File: src/rtl/store_uart_bridge.sv
// Store-bus UART transmitter: bytes stored to TX_ADDR are queued in a FIFO and
// shifted out as 8N1 frames on tx without ever stalling the core.
module store_uart_bridge #(
    parameter int unsigned CLKS_PER_BIT = 434,
    parameter int unsigned FIFO_DEPTH   = 16,
    parameter logic [31:0] TX_ADDR      = 32'h0000_0400
) (
    input  logic                          clk,
    input  logic                          reset,
    input  logic                          MemWrite,
    input  logic [31:0]                   DataAdr,
    input  logic [31:0]                   WriteData,
    output logic                          tx,
    output logic                          busy,
    output logic [$clog2(FIFO_DEPTH):0]   fifo_count,
    output logic                          overflow
);

    localparam int unsigned PTR_W  = $clog2(FIFO_DEPTH);
    localparam int unsigned CNT_W  = PTR_W + 1;
    localparam int unsigned BAUD_W = $clog2(CLKS_PER_BIT);

    typedef enum logic [1:0] {IDLE, START, DATA, STOP} state_t;

    // FIFO
    logic [7:0]       mem [FIFO_DEPTH];
    logic [PTR_W-1:0] wr_ptr;
    logic [PTR_W-1:0] rd_ptr;
    logic [CNT_W-1:0] count;
    logic             push_req;
    logic             push;
    logic             pop;
    logic             full;

    // Transmitter
    state_t            state, state_next;
    logic [BAUD_W-1:0] baud, baud_next;
    logic [2:0]        bit_idx, bit_idx_next;
    logic [7:0]        shift, shift_next;
    logic              tx_next;
    logic              baud_last;

    logic unused_data;
    assign unused_data = ^WriteData[31:8];

    assign push_req = MemWrite && (DataAdr == TX_ADDR);
    assign full     = (count == CNT_W'(FIFO_DEPTH));
    // A pop in the same cycle frees an entry, so a push at full still lands.
    assign push     = push_req && (!full || pop);

    always_ff @(posedge clk) begin
        // NOTE: sequential state uses non-blocking (<=) so every flop samples
        // pre-edge values; blocking here would create order-dependent races.
        if (reset) begin
            wr_ptr   <= '0;
            rd_ptr   <= '0;
            count    <= '0;
            overflow <= 1'b0;
        end else begin
            if (push) wr_ptr <= wr_ptr + PTR_W'(1);
            if (pop)  rd_ptr <= rd_ptr + PTR_W'(1);
            case ({push, pop})
                2'b10:   count <= count + CNT_W'(1);
                2'b01:   count <= count - CNT_W'(1);
                default: count <= count;
            endcase
            if (push_req && !push) overflow <= 1'b1;
        end
    end

    // NOTE: FIFO storage is deliberately not reset; the pointers and count
    // define validity, and leaving the array unreset lets it map to RAM.
    always_ff @(posedge clk) begin
        if (push && !reset) mem[wr_ptr] <= WriteData[7:0];
    end

    assign baud_last = (baud == BAUD_W'(CLKS_PER_BIT - 1));

    always_comb begin
        // NOTE: every output of this block gets a default first, so no path
        // leaves a variable unassigned and no latch is inferred.
        state_next   = state;
        baud_next    = baud;
        bit_idx_next = bit_idx;
        shift_next   = shift;
        pop          = 1'b0;

        unique case (state)
            IDLE: begin
                if (count != '0) begin
                    pop        = 1'b1;
                    shift_next = mem[rd_ptr];
                    baud_next  = '0;
                    state_next = START;
                end
            end
            START: begin
                if (baud_last) begin
                    baud_next    = '0;
                    bit_idx_next = '0;
                    state_next   = DATA;
                end else begin
                    baud_next = baud + BAUD_W'(1);
                end
            end
            DATA: begin
                if (baud_last) begin
                    baud_next  = '0;
                    shift_next = {1'b0, shift[7:1]};
                    if (bit_idx == 3'd7) begin
                        state_next = STOP;
                    end else begin
                        bit_idx_next = bit_idx + 3'd1;
                    end
                end else begin
                    baud_next = baud + BAUD_W'(1);
                end
            end
            STOP: begin
                if (baud_last) begin
                    baud_next  = '0;
                    state_next = IDLE;
                end else begin
                    baud_next = baud + BAUD_W'(1);
                end
            end
            default: state_next = IDLE;
        endcase

        // tx is registered from the next state so the pin never glitches.
        case (state_next)
            START:   tx_next = 1'b0;
            DATA:    tx_next = shift_next[0];
            default: tx_next = 1'b1;
        endcase
    end

    always_ff @(posedge clk) begin
        if (reset) begin
            state   <= IDLE;
            baud    <= '0;
            bit_idx <= '0;
            shift   <= '0;
            tx      <= 1'b1;
        end else begin
            state   <= state_next;
            baud    <= baud_next;
            bit_idx <= bit_idx_next;
            shift   <= shift_next;
            tx      <= tx_next;
        end
    end

    assign fifo_count = count;
    assign busy       = (state != IDLE) || (count != '0);

endmodule

File: config.mk
export PLATFORM = sky130hd
export DESIGN_NAME = store_uart_bridge
export DESIGN_NICKNAME = d
export VERILOG_FILES = /design/src/rtl/store_uart_bridge.sv
export SDC_FILE = /design/constraint.sdc
export NUM_CORES = 1
export LEC_CHECK = 0
export BUFFER_PORTS_ARGS = -buffer_cell sky130_fd_sc_hd__buf_2
export CORE_MARGIN = 1
export CORE_UTILIZATION = 63
export CTS_BUF_LIST = sky130_fd_sc_hd__clkbuf_4 sky130_fd_sc_hd__clkbuf_8 sky130_fd_sc_hd__clkbuf_16
export DETAILED_ROUTE_END_ITERATION = 12
export PLACE_DENSITY = 0.91
export SYNTH_ARGS = -nofsm -noshare
export SYNTH_HDL_FRONTEND = slang
export SYNTH_SLANG_ARGS = --single-unit
export TNS_END_PERCENT = 20
File: constraint.sdc
create_clock -name clk -period 6.3 [get_ports clk]
set_clock_uncertainty 0.05 [all_clocks]
set_input_delay 1.26 -clock clk [delete_from_list [all_inputs] [get_ports clk]]
set_output_delay 1.26 -clock clk [all_outputs]
set_load 0.02 [all_outputs]
==> results.toml <==
[outcome]
outcome = "complete, no violations"

[logic_synthesis]
synth_top_area_share_pct = 54.84
synth_area_mm2 = 0.007009
synthFlopType = "edfxtp_1"
syn-num-nets = 534
synthTopCellsByArea = "edfxtp_1 (55%), dfxtp_1 (12%), mux4_2 (10%)"
yosys.cell_types.count = 52
yosys.area.top_type = "edfxtp_1"
async_flop_share_pct = 0
ys_ff_latch = 169
yosys_warnings = 0
yosysMostFrequentCell = "edfxtp_1"
ys_seq_area_share_pct = 66.55
synth_common_cells = "edfxtp_1 (128), nor2_1 (65), dfxtp_1 (41), mux4_2 (32), a21oi_1 (23)"
synth_edf_count = 128
syn_inst = 454
syn_avg_cell_area_um2 = 15.44

[setup_path]
timing.rr.end = "mem[9][7]"
rr_startpoint = "state[1]"
crit_type = "in -> reg"
critPathLaunchType = "primary input"
cp.arrival_ns = 4.25
required_ns = 6.69
ff2ff_path_depth = 5
worst_setup_path_end_kind = "register"
reg2reg_slack_ns = 3.23
worstPathMaxFanout = 5

[global_routing]
grt_pass1_vias = 4337
track_usage_pct = 29.07
grt_overflow = 0
grt_max_degree = 45
antenna_found_initial = 0
grt_pass1_wl_um = 23580

[cts]
cts_root_buffer = "clkbuf_8"
cts_tree = "done"
post_cts_buffers = 0
htree_levels = 4
cts_hold_buf = 0
cts.sinks = 169
cts_buffers = 17
clk_latency_ns = 0.55
path_clk_slew_ns = 0.07
ctsResizeCount = 0
clock_path_buffers = 2

[cells_and_area]
drive_above_1_share_pct = 25.58
n_antenna_cell = 0
seqCellArea_mm2 = 0.004666
final_cells = 660
syn_to_final_growth_pct = 13.00
finalNetCount = 587
stdcell_area_mm2 = 0.007920
fillers = 571
multi_input_area_mm2 = 0.002222

[routing]
vias = 4317
drt-total-wl_um = 15710
first_iter_violations = 439
viasPerCell = 6.541
wire_per_inst_um = 23.80
final_antenna_net_count = 0
remaining_drc_errors = 0
drt-pass1-iter-count = 6

[power]
p_per_area_mw_per_mm2 = 390.3
leakage_uw = 0.002679
ir_worst_vdd_v = 0.0003396

[hold_path]
hold_path_depth = 1
hold_class = "reg -> reg"
hold_end = "baud[8]"
worstHoldStart = "baud[8]"

[placement]
post-dp-hpwl_um = 8994
dpl_cell_area_mm2 = 0.007358
place_inst = 628
gp_congestion = 0.7970
preCtsSetupSlack_ns = 2.193
numPortBuffers = 50

[sta]
period_minus_slack_ns = 3.860
setup_viol = 0
maxSlewViolCount = 0
fmax_ghz = 0.2591
tightestPinTransition_ns = 1.124
rsz0062_at_grt = "no"
timing.final.crit_share_pct = 61.27
hold_slack_ns = 0.4338
fin_setup_tns_ns = 0
hold_violations = 0
fin_ws_ns = 2.440
maxSlewHeadroom_pct = 24.82

[floorplanning]
core-area_mm2 = 0.01084
die_h_um = 107.5
io_pins = 75
die-area_mm2 = 0.01155
die_x_um = 107.5
initial_core_util_pct = 64.66
fp-row-count = 38

[run]
maxCapViolations = 0
layout make-up:
class	instances	area share [%]
clock buffer	18	5.324
clock inverter	14	1.769
inverter	6	0.2844
multi-input combinational	260	28.06
sequential	169	58.91
tap	140	2.212
timing repair buffer	53	3.444
flip-flops by register name (all words and copies together), names as in the netlist, named ones only:
register	count
mem	128
baud	9
shift	8
fifo_count	5
rd_ptr	4
wr_ptr	4
bit_idx	3
state	2
overflow	1
tx	1
worst max-delay path, cell delays in order:
cell and delay (ns):
buf_2 0.10, nor4_1 0.32, nand4_1 0.25, nor3_2 0.46
nor2_1 0.23, fa_1 0.45, a21o_1 0.20, a21oi_1 0.23
and3b_1 0.23, a21oi_1 0.17, mux2_1 0.34
cells by family after synthesis:
kind of cell / share of synthesized area (%)
flops: 66.55
simple gates: 9.568
compound gates: 4.606
mux: 13.85
buf+inv: 1.749
fa+ha+maj: 2.428
xor+xnor: 1.250
how the worst max path moves through the flow:
stage / slack, ns / from / end / depth (start not counted)
after CTS: 2.57 / DataAdr[18] / fifo_count[4] / 11
after global routing: 2.30 / DataAdr[18] / fifo_count[4] / 11
after global placement: 2.27 / DataAdr[0] / fifo_count[4] / 11
after detailed placement: 2.19 / DataAdr[18] / fifo_count[4] / 11
after floorplan: 2.60 / DataAdr[29] / fifo_count[4] / 10
final: 2.44 / DataAdr[18] / fifo_count[4] / 11
per-stage QoR:
stage	utilization (%)	total power, uW
3_5_place_dp	67.88	2058
5_1_grt	73.06	3178
2_1_floorplan	-	1888
4_1_cts	73.06	3073
6_report	73.06	3092
3_3_place_gp	67.88	2005
report_power, final:
group / internal, uW / switching, uW / total, uW
Clock: 540 / 460 / 1000
Combinational: 325 / 455 / 780
Sequential: 1250 / 58.1 / 1310
cells in the final DEF, fill, tap and decap left out, drive strengths merged, types with 2 or more instances in the layout:
cell type and count:
a211oi 2, a21o 2, a21oi 24, a22oi 6
a311oi 3, and3 5, buf 53, clkbuf 18
clkinv 3, clkinvlp 3, dfxtp 41, edfxtp 128
ha 12, inv 13, mux2 8, mux2i 13
mux4 33, nand2 17, nand2b 3, nand3 2
nand3b 3, nand4 5, nand4b 2, nor2 66
nor3 2, nor3b 6, nor4 9, o21ai 9
o22ai 6, or3 2, xnor2 3, xor2 7
metal layers:
metal,global-route usage (%),vias up,routed length [um]
met3,7.082,50,1238
met1,35.51,2144,5676
met2,47.07,255,8219
met5,0,-,0
met4,17.51,0,571
li1,-,1868,-
Power figures use the tool's default switching activity.
